**src/rtl/stream_demux_pkg.sv**
```systemverilog
// Shared constants for the registered 1-to-NCH stream demultiplexer.
package stream_demux_pkg;

    localparam logic MODE_ADDR = 1'b0;
    localparam logic MODE_RR   = 1'b1;

endpackage

```
**src/rtl/stream_demux_if.sv**
```systemverilog
// Producer-side and consumer-side handshake bundle of stream_demux.
interface stream_demux_if #(
    parameter int WIDTH = 8,
    parameter int NCH   = 8,
    parameter int SELW  = $clog2(NCH)
);

    logic [WIDTH-1:0]     in_data;
    logic [SELW-1:0]      in_sel;
    logic                 in_valid;
    logic                 in_ready;
    logic [NCH*WIDTH-1:0] out_data;
    logic [NCH-1:0]       out_valid;
    logic [NCH-1:0]       out_ready;

    modport master (
        output in_data, in_sel, in_valid, out_ready,
        input  in_ready, out_data, out_valid
    );

    modport slave (
        input  in_data, in_sel, in_valid, out_ready,
        output in_ready, out_data, out_valid
    );

endinterface

```
**src/rtl/demux_out_slot.sv**
```systemverilog
// One-entry output register with load/drain handshake.
module demux_out_slot #(
    parameter int WIDTH = 8
) (
    input  logic             clk,
    input  logic             rst,
    input  logic             load,
    input  logic [WIDTH-1:0] din,
    input  logic             ready,
    output logic             valid,
    output logic [WIDTH-1:0] dout,
    output logic             free
);

    // A draining slot can take a new word in the same cycle.
    assign free = ~valid | ready;

    always_ff @(posedge clk) begin
        if (rst) begin
            valid <= 1'b0;
            dout  <= '0;
        end else if (load) begin
            valid <= 1'b1;
            dout  <= din;
        end else if (ready) begin
            valid <= 1'b0;
        end
    end

endmodule

```
**src/rtl/stream_demux.sv**
```systemverilog
// Registered 1-to-NCH stream demultiplexer, addressed or round-robin.
module stream_demux
    import stream_demux_pkg::*;
#(
    parameter int WIDTH = 8,
    parameter int NCH   = 8,
    parameter int SELW  = $clog2(NCH),
    parameter int CNTW  = 8
) (
    input  logic            clk,
    input  logic            rst,
    input  logic            mode,
    stream_demux_if.slave   bus,
    output logic [SELW-1:0] rr_ptr,
    output logic [CNTW-1:0] drop_cnt
);

    logic [SELW-1:0]      target;
    logic                 in_range;
    logic                 tgt_free;
    logic                 accept;
    logic                 drop;
    logic [NCH-1:0]       load;
    logic [NCH-1:0]       free;
    logic [NCH-1:0]       valid_w;
    logic [NCH*WIDTH-1:0] data_w;

    assign target   = (mode == MODE_RR) ? rr_ptr : bus.in_sel;
    assign in_range = {1'b0, target} < (SELW+1)'(NCH);

    always_comb begin
        tgt_free = 1'b1;
        for (int k = 0; k < NCH; k++) begin
            if (target == SELW'(k)) begin
                tgt_free = free[k];
            end
        end
    end

    // Out-of-range words are swallowed, so they never stall the producer.
    assign bus.in_ready = ~rst & tgt_free;
    assign accept       = bus.in_valid & bus.in_ready;
    assign drop         = accept & ~in_range;

    always_comb begin
        load = '0;
        for (int k = 0; k < NCH; k++) begin
            load[k] = accept & (target == SELW'(k));
        end
    end

    for (genvar k = 0; k < NCH; k++) begin : g_slot
        demux_out_slot #(
            .WIDTH (WIDTH)
        ) u_slot (
            .clk   (clk),
            .rst   (rst),
            .load  (load[k]),
            .din   (bus.in_data),
            .ready (bus.out_ready[k]),
            .valid (valid_w[k]),
            .dout  (data_w[k*WIDTH +: WIDTH]),
            .free  (free[k])
        );
    end

    assign bus.out_valid = valid_w;
    assign bus.out_data  = data_w;

    always_ff @(posedge clk) begin
        if (rst) begin
            rr_ptr <= '0;
        end else if (accept && mode == MODE_RR) begin
            if (rr_ptr == SELW'(NCH - 1)) begin
                rr_ptr <= '0;
            end else begin
                rr_ptr <= rr_ptr + SELW'(1);
            end
        end
    end

    always_ff @(posedge clk) begin
        if (rst) begin
            drop_cnt <= '0;
        end else if (drop && drop_cnt != '1) begin
            drop_cnt <= drop_cnt + CNTW'(1);
        end
    end

endmodule

```
**src/flat_wrapper.sv**
```systemverilog
// flat-port wrapper written by rule: the top's interface ports become plain ports
module stream_demux_flat import stream_demux_pkg::*;
#(
    parameter int WIDTH = 8,
    parameter int NCH   = 8,
    parameter int SELW  = $clog2(NCH),
    parameter int CNTW  = 8
)
  (clk, rst, mode, rr_ptr, drop_cnt, bus_in_data, bus_in_sel, bus_in_valid, bus_out_ready, bus_in_ready, bus_out_data, bus_out_valid);
  stream_demux_if #(.WIDTH(WIDTH), .NCH(NCH), .SELW(SELW)) bus_i ();
  input  logic clk;
  input  logic rst;
  input  logic mode;
  output logic [SELW-1:0] rr_ptr;
  output logic [CNTW-1:0] drop_cnt;
  input wire logic [$bits(bus_i.in_data)-1:0] bus_in_data;
  input wire logic [$bits(bus_i.in_sel)-1:0] bus_in_sel;
  input wire logic [$bits(bus_i.in_valid)-1:0] bus_in_valid;
  input wire logic [$bits(bus_i.out_ready)-1:0] bus_out_ready;
  output wire logic [$bits(bus_i.in_ready)-1:0] bus_in_ready;
  output wire logic [$bits(bus_i.out_data)-1:0] bus_out_data;
  output wire logic [$bits(bus_i.out_valid)-1:0] bus_out_valid;
  assign bus_i.in_data = bus_in_data;
  assign bus_i.in_sel = bus_in_sel;
  assign bus_i.in_valid = bus_in_valid;
  assign bus_i.out_ready = bus_out_ready;
  assign bus_in_ready = bus_i.in_ready;
  assign bus_out_data = bus_i.out_data;
  assign bus_out_valid = bus_i.out_valid;
  stream_demux #(.WIDTH(WIDTH), .NCH(NCH), .SELW(SELW), .CNTW(CNTW)) u_core (.clk(clk), .rst(rst), .mode(mode), .bus(bus_i), .rr_ptr(rr_ptr), .drop_cnt(drop_cnt));
endmodule
```
**config.mk**
```make
export PLATFORM = sky130hd
export DESIGN_NAME = stream_demux_flat
export DESIGN_NICKNAME = d
export VERILOG_FILES = /design/src/rtl/stream_demux_pkg.sv /design/src/rtl/stream_demux_if.sv /design/src/rtl/demux_out_slot.sv /design/src/rtl/stream_demux.sv /design/src/flat_wrapper.sv
export SDC_FILE = /design/constraint.sdc
export NUM_CORES = 1
export LEC_CHECK = 0
export CAP_MARGIN = 40
export CORE_ASPECT_RATIO = 1.25
export CORE_MARGIN = 2
export CORE_UTILIZATION = 46
export DETAILED_ROUTE_END_ITERATION = 8
export PLACE_DENSITY = 0.91
export SLEW_MARGIN = 20
export SYNTH_ARGS = -nofsm -noshare
export SYNTH_HDL_FRONTEND = slang
export SYNTH_SLANG_ARGS = --single-unit
```
**constraint.sdc**
```tcl
create_clock -name clk -period 2.9 [get_ports clk]
set_clock_uncertainty 0.1 [all_clocks]
set_input_delay 0.58 -clock clk [delete_from_list [all_inputs] [get_ports clk]]
set_output_delay 0.58 -clock clk [all_outputs]
set_load 0.05 [all_outputs]
```
Word-level counts from Yosys, hierarchy flattened

Index checks and enable logic that the tools add are counted.

Bits in registers: 75

Add/sub/neg operators: 1
Equality and inequality tests: 8
Mux-type cells: 26
Bitwise operators: 27
Reductions and logical operators: 10

Operator list:

| operator                                                              | count |
|---|---|
| 1-bit two-way mux                                                     | 24 |
| 2-bit nonzero test                                                    | 8 |
| 3-bit equality test, second input constant                            | 5 |
| 1-bit AND                                                             | 10 |
| 1-bit NOT                                                             | 9 |
| 1-bit bitwise OR                                                      | 8 |
| 3-bit by 2-bit equality test with 1-bit output, second input constant | 2 |
| 3-bit two-way mux                                                     | 2 |
| 3-bit by 1-bit adder with 3-bit output, second input constant         | 1 |
| 3-bit by 1-bit equality test with 1-bit output, second input constant | 1 |
| 3-bit zero test                                                       | 1 |
| 1-bit logical AND                                                     | 1 |

Depth between registers and ports, before layout

Gate-level depths: netlist (run 1).

Word-level depth: 14
Mapped depth: 8
Gate-level depth less buffers: 5

Modules after synthesis

A second synthesis (run 1) with hierarchy kept.

Cell total of the unflattened synthesis: 306
Area, all modules: 3,153.0 µm²

Modules (own cells, without submodules):

| module         | instances | cells each | area an instance (µm²) | seq. area each (µm²) |
|---|---|---|---|---|
| demux_out_slot | 8         | 30         | 321.6                  | 180.2 |
| stream_demux   | 1         | 66         | 580.6                  | 60.1 |

Least setup slack after synthesis (run 1)

OpenSTA, ideal clock, no wires.

Path kind: input to output
Start point: in mode
End point: out bus_in_ready
Arrival: 2.580 ns
Path slack: -0.360 ns
Stages: 4
Cell sequence: mux2_4 mux2i_2 a221o_1 nor3_1

Word-level cells in the longest chain between the ends: 11
Elaborated cells between the ends (all ways): 18
Those cells by class: eq/ne: 7; mux: 9; bitwise: 1; reduce/logical: 1

Ends and longest elaborated chain:

| what                            | line               | text |
|---|---|---|
| start, declared                 | flat_wrapper.sv:13 | `input logic mode;` |
| 3-bit two-way mux *             | stream_demux.sv:28 | `assign target = (mode == MODE_RR) ? rr_ptr : bus.in_sel;` |
| 3-bit zero test                 | stream_demux.sv:34 | `if (target == SELW'(k)) begin` |
| 1-bit two-way mux (7 in series) | stream_demux.sv:34 |  |
| 1-bit two-way mux *             | stream_demux.sv:34 |  |
| 1-bit AND *                     | stream_demux.sv:41 | `assign bus.in_ready = ~rst & tgt_free;` |
| end, declared                   | flat_wrapper.sv:20 | `output wire logic [$bits(bus_i.in_ready)-1:0] bus_in_ready;` |

Every way passes the cells marked *; elsewhere a longest branch is shown, timed or not.

Worst setup path in the final report (run 1)

Start point: in bus_in_sel[1]
End point: out bus_in_ready

Word-level cells in the longest chain between the ends: 11
Elaborated cells between the ends (all ways): 18
Those cells by class: eq/ne: 7; mux: 9; bitwise: 1; reduce/logical: 1

Ends and longest elaborated chain:

| what                            | line               | text |
|---|---|---|
| start, declared                 | flat_wrapper.sv:17 | `input wire logic [$bits(bus_i.in_sel)-1:0] bus_in_sel;` |
| 3-bit two-way mux *             | stream_demux.sv:28 |  |
| 3-bit zero test                 | stream_demux.sv:34 |  |
| 1-bit two-way mux (7 in series) | stream_demux.sv:34 |  |
| 1-bit two-way mux *             | stream_demux.sv:34 |  |
| 1-bit AND *                     | stream_demux.sv:41 |  |

Marks and branches as above.

==> impl_metrics.env, run 1 <==
export IMPL_ys_flop_type="dfxtp_1"
export IMPL_ys_seq_area_share_pct=46.8
export IMPL_muxShareOfSynthArea_pct=13.3
export IMPL_drt_wl_total_um=8910
export IMPL_critPathTopFamily="buffers and inverters"
export IMPL_grt_total_usage_pct=24.0
export IMPL_synthMostInstantiatedCell="dfxtp_1"
export IMPL_min_period_over_period_pct=97.3
export IMPL_synth_top_family_by_area="compound AO/OA/AOI/OAI gates"
export IMPL_cts_tree="done"
export IMPL_regToRegEndpoint="u_core.rr_ptr[0]"
export IMPL_cts_clk_slew_worst_paths_ns=0.07
export IMPL_finalSetupTns_ns=0
export IMPL_antenna_found_initial=0
export IMPL_synthCells=359
export IMPL_rr_startpoint="u_core.rr_ptr[0]"
export IMPL_htreeDepth=3
export IMPL_period_needed_ns=2.82
export IMPL_worstPathMaxFanout=4
export IMPL_p_leak_uw=0.00178
export IMPL_crit_chain="clkdlybuf4s50_1 -> nor3_1 -> a21o_1 -> a221o_1 -> nor3_4 -> buf_12"
export IMPL_fin_hold_ws_ns=0.364
export IMPL_ys_warn_count=0
export IMPL_synthArstFlopShare_pct=0
export IMPL_grt_pass1_vias=2922
export IMPL_synth_top_area_cell="dfxtp_1"
export IMPL_core_area_mm2=0.00685
export IMPL_crit_cells=6
export IMPL_synth_common_cells="75 x dfxtp_1, 44 x a21oi_1, 35 x nor2_1"
export IMPL_r2r_setup_slack_ns=0.64
export IMPL_drv_cap=0
export IMPL_synth_top_cell_area_share_pct=46.8
export IMPL_synth_xor_area_share_pct=0
export IMPL_synth_edf_count=0
export IMPL_final_nets=485
export IMPL_portBuffers=98
export IMPL_dp_hpwl_um=6430
export IMPL_worstMarginPinSlew_ns=0.574
export IMPL_power_density_mw_per_mm2=465
export IMPL_dieArea_mm2=0.00767
export IMPL_cp_required_ns=2.22
export IMPL_grt_pass1_wl_um=14300
export IMPL_power_uw=2110
export IMPL_crit_type="input port to output pin"
export IMPL_hp_start="u_core.g_slot[2].u_slot.dout[7]"
export IMPL_clock_sinks=75
export IMPL_antenna_cells=0
export IMPL_status="finished, final reports clean"
export IMPL_clockBufferDepth=2
export IMPL_cp_startpoint="bus_in_sel[1]"
export IMPL_row_count=34
export IMPL_hold_buffers=0
export IMPL_cp_slowest_cell="clkdlybuf4s50_1"
export IMPL_clk_latency_ns=0.35
export IMPL_grt_setup_unrepaired="false"
export IMPL_nFillCells=542
export IMPL_yosys_area_share_simple_pct=15.3
export IMPL_hold_viol=0
export IMPL_netlist_area_mm2=0.00321
export IMPL_syn_to_final_growth_pct=41.5
export IMPL_relSlewSlack_pct=61.6
export IMPL_overflow=0
export IMPL_max_freq_mhz=354
export IMPL_irDropWorstVdd_mv=0.511
export IMPL_synth_seq_cells=75
export IMPL_final_antenna_net_count=0
export IMPL_grt_max_degree=49
export IMPL_drv_slew=0
export IMPL_die_h_um=97.4
export IMPL_synth_compound_area_share_pct=16.3
export IMPL_cp_endpoint="bus_in_ready"
export IMPL_hold_class="register to register"
export IMPL_vias_per_cell=5.38
export IMPL_layout_drive_gt1_share_pct=12.9
export IMPL_crit_buf_inv=2
export IMPL_ios=107
export IMPL_dr_total_vias=2988
export IMPL_drc=0
export IMPL_multi_input_area_mm2=0.00151
export IMPL_crit_arrival_ns=2.14
export IMPL_syn_area_per_cell_um2=8.94
export IMPL_netlist_cell_type_count=37
export IMPL_drtIter0Drc=141
export IMPL_critPathMaxStageDelay_ns=0.57
export IMPL_wire_per_inst_um=16.1
export IMPL_start_util_pct=46.9
export IMPL_reg2reg_depth=7
export IMPL_drtPass1Iterations=5
export IMPL_gp_congestion=0.885
export IMPL_cp_start_kind="input port"
export IMPL_ys_top_cells_by_area="dfxtp_1 47%, mux2i_1 11%, a21oi_1 6.9%"
export IMPL_die_w_um=78.7
export IMPL_setup_violations=0
export IMPL_cp_end_kind="output pin"
export IMPL_synthAdderAreaFrac_pct=0.780
export IMPL_cts_root_buf="clkbuf_8"
export IMPL_cts_made_buffers=9
export IMPL_regArea_mm2=0.00150
==> worst min path at each step <==
stage | cells after the start | slack [ns] | to
6_report | 2 | 0.36 | u_core.g_slot[2].u_slot.dout[7]
5_1_grt | 2 | 0.39 | u_core.g_slot[2].u_slot.dout[6]
4_1_cts | 2 | 0.37 | u_core.g_slot[2].u_slot.dout[7]
3_5_place_dp | 2 | 0.35 | u_core.g_slot[2].u_slot.dout[2]
3_3_place_gp | 2 | 0.34 | u_core.g_slot[2].u_slot.dout[4]
2_1_floorplan | 2 | 0.37 | u_core.g_slot[6].u_slot.valid
==> per-stage QoR <==
step	cells	util [%]	setup slack [ns]	area, um2
floorplan	366	-	0.0661	3240
global placement	538	63.2	-0.125	4330
detailed placement	538	63.2	-0.185	4330
CTS	555	66.1	0.0345	4530
global route	555	66.3	0.00526	4540
finish	555	66.3	0.0785	4540
==> power breakdown <==
group | switching (uW) | internal (uW) | total, uW | leakage [uW]
registers | 8.77 | 1040 | 1050 | 0.000605
clock network | 383 | 395 | 778 | 0.000103
logic | 181 | 100 | 282 | 0.00107
total | 573 | 1540 | 2110 | 0.00178
==> flip-flops by register name (all words and copies together) (netlist names) <==
name	count
u_core.g_slot.u_slot.valid	8
u_core.g_slot.u_slot.dout	64
u_core.rr_ptr	3
==> worst min-delay path, cell delays in order (launching register included) <==
cell and delay, ns:
dfxtp_1 0.32, nand2_1 0.05, a21oi_1 0.05
==> routing by layer <==
metal  global-route usage (%)  vias to the layer above  routed length, um
li1                         -                     1429                  -
met1                     27.4                     1415               3430
met2                     41.4                      127               4580
met3                     6.23                       17                646
met4                     11.1                        0                255
met5                        0                        -                  0
==> what timing repair did <==
action | in CTS | in global routing
buffers inserted | 1 | 0
gates resized for setup | 4 | 2
endpoints found under the hold margin | 0 | 0
gates cloned | 0 | 0
endpoints found under the setup margin | 1 | 1
pin swaps | 2 | 1
==> area by class of cell <==
cell class                      instances  share of cell area, %
Clock buffer                            9                   2.73
Clock inverter                          7                   1.49
Multi-Input combinational cell        246                   33.3
Sequential cell                        75                   33.1
Tap cell                               90                   2.48
Timing Repair Buffer                  128                   26.9
==> cell families after synthesis <==
kind of cell,count (synthesis)
AND/OR/NAND/NOR,106
AO/OA/AOI/OAI,89
flip-flops,75
buffers and inverters,45
multiplexers,41
adder cells (fa/ha/maj),2
other,1
==> cell usage in the layout (no fill, tap or decap), types with 2 or more instances in the layout <==
master,instances
o21ai_0,28
clkbuf_8,9
buf_12,2
o2111ai_1,2
a211oi_1,2
nand2b_1,10
conb_1,8
a21oi_1,44
clkdlybuf4s50_1,94
o211ai_1,2
nand3b_1,3
nand3_1,28
mux2i_1,33
nor2_1,35
and2_1,2
buf_4,29
clkinv_2,4
nand2_1,22
mux2i_2,3
dlygate4sd2_1,2
mux2_2,4
dfxtp_1,75
ha_1,2
(Power assumes the default switching activity.)
==> inputs of run 2 (changes only) <==
CORE_UTILIZATION = 45   (was 46)
PLACE_DENSITY = 0.9   (was 0.91)
==> impl_metrics.env, run 2 (synthesized netlist as in run 1, its figures left out) <==
export IMPL_status="finished, final reports clean"
export IMPL_drtIter0Drc=109
export IMPL_power_uw=2260
export IMPL_nFillCells=577
export IMPL_power_density_mw_per_mm2=495
export IMPL_start_util_pct=46.3
export IMPL_p_leak_uw=0.00178
export IMPL_r2r_setup_slack_ns=0.75
export IMPL_largest_register_ffs=64
export IMPL_drc=0
export IMPL_grt_total_usage_pct=23.4
export IMPL_dp_hpwl_um=6340
export IMPL_crit_arrival_ns=2.12
export IMPL_cts_clk_slew_worst_paths_ns=0.08
export IMPL_wire_per_inst_um=16.1
export IMPL_crit_type="input port to output pin"
export IMPL_grt_pass1_vias=2959
export IMPL_grt_pass1_wl_um=14100
export IMPL_die_w_um=79.5
export IMPL_cp_end_kind="output pin"
export IMPL_row_count=34
export IMPL_setup_violations=0
export IMPL_die_h_um=98.4
export IMPL_reg_top3="u_core.g_slot.u_slot.dout (64), u_core.g_slot.u_slot.valid (8), u_core.rr_ptr (3)"
export IMPL_overflow=0
export IMPL_drtPass1Iterations=4
export IMPL_regArea_mm2=0.00150
export IMPL_grt_max_degree=43
export IMPL_irDropWorstVdd_mv=0.382
export IMPL_antenna_cells=0
export IMPL_layout_commonest_cell="clkdlybuf4s50_1"
export IMPL_final_antenna_net_count=0
export IMPL_clock_sinks=75
export IMPL_period_needed_ns=2.80
export IMPL_max_freq_mhz=357
export IMPL_drv_cap=0
export IMPL_top_register="u_core.g_slot.u_slot.dout"
export IMPL_gp_congestion=0.875
export IMPL_drv_slew=0
export IMPL_clockBufferDepth=2
export IMPL_placed_cells=538
export IMPL_cts_made_buffers=9
export IMPL_final_cells=554
export IMPL_ios=107
export IMPL_drt_wl_total_um=8930
export IMPL_core_area_mm2=0.00693
export IMPL_layout_drive_gt1_share_pct=12.3
export IMPL_antenna_found_initial=0
export IMPL_dieArea_mm2=0.00783
export IMPL_cp_start_kind="input port"
export IMPL_grt_setup_unrepaired="false"
export IMPL_cts_root_buf="clkbuf_8"
export IMPL_vias_per_cell=5.35
export IMPL_multi_input_area_mm2=0.00150
export IMPL_min_period_over_period_pct=96.7
export IMPL_worstMarginPinSlew_ns=0.586
export IMPL_syn_to_final_growth_pct=42.5
export IMPL_worstPathMaxFanout=4
export IMPL_final_nets=484
export IMPL_clk_latency_ns=0.35
export IMPL_portBuffers=98
export IMPL_cts_tree="done"
export IMPL_fin_hold_ws_ns=0.360
export IMPL_final_cell_mix="94 x clkdlybuf4s50_1, 75 x dfxtp_1, 44 x a21oi_1"
export IMPL_htreeDepth=3
export IMPL_hold_buffers=0
export IMPL_hold_class="register to register"
export IMPL_hold_viol=0
export IMPL_relSlewSlack_pct=60.8
export IMPL_dr_total_vias=2963
export IMPL_cp_required_ns=2.22
-- run 2: final cells by class --
type                            count  area share [%]
Timing Repair Buffer              127            26.8
Tap cell                           90            2.46
Multi-Input combinational cell    246            32.8
Sequential cell                    75            32.8
Clock buffer                       10            3.01
Clock inverter                      6            2.05
-- run 2: repair_timing --
action / CTS / global route
endpoints found under the setup margin: 1 / 1
pin swaps: 2 / 1
gates resized for setup: 3 / 0
gates cloned: 0 / 0
buffers inserted: 0 / 0
-- run 2: layer usage --
metal | vias up | routed length (um) | global-route usage, %
li1 | 1425 | - | -
met2 | 115 | 4530 | 40.3
met5 | - | 0 | 0
met4 | 0 | 229 | 11.0
met1 | 1405 | 3580 | 26.6
met3 | 18 | 599 | 6.23
-- run 2: final timing paths --
| path | from | end | cells past startpoint |
|---|---|---|---|
| max | bus_in_sel[2] | bus_in_ready | 6 |
| min | u_core.g_slot[2].u_slot.dout[3] | u_core.g_slot[2].u_slot.dout[3] | 2 |
| max reg2reg | u_core.rr_ptr[0] | u_core.rr_ptr[0] | 6 |
| min reg2reg | u_core.g_slot[2].u_slot.dout[3] | u_core.g_slot[2].u_slot.dout[3] | 2 |
-- run 2: through the flow --
step / TNS, ns / util (%) / instance area [um2] / setup WS [ns]
4_1_cts: 0 / 65.9 / 4570 / 0.0345
3_5_place_dp: -0.688 / 62.6 / 4340 / -0.176
2_1_floorplan: 0 / - / 3240 / 0.0661
5_1_grt: 0 / 65.9 / 4570 / 0.0542
6_report: 0 / 65.9 / 4570 / 0.0950
3_3_place_gp: -0.127 / 62.6 / 4340 / -0.127
-- run 2: critical path, cell delays in order --
cell and delay [ns]:
clkdlybuf4s50_1 0.53, nor3_1 0.08, a21o_1 0.17, a221o_1 0.39
nor3_2 0.20, buf_12 0.17
-- run 2: power breakdown --
part / switching [uW] / leakage (uW) / internal, uW
sequential: 8.92 / 0.000605 / 1040
clock: 413 / 0.000114 / 517
combinational: 181 / 0.00106 / 101
total: 603 / 0.00178 / 1660
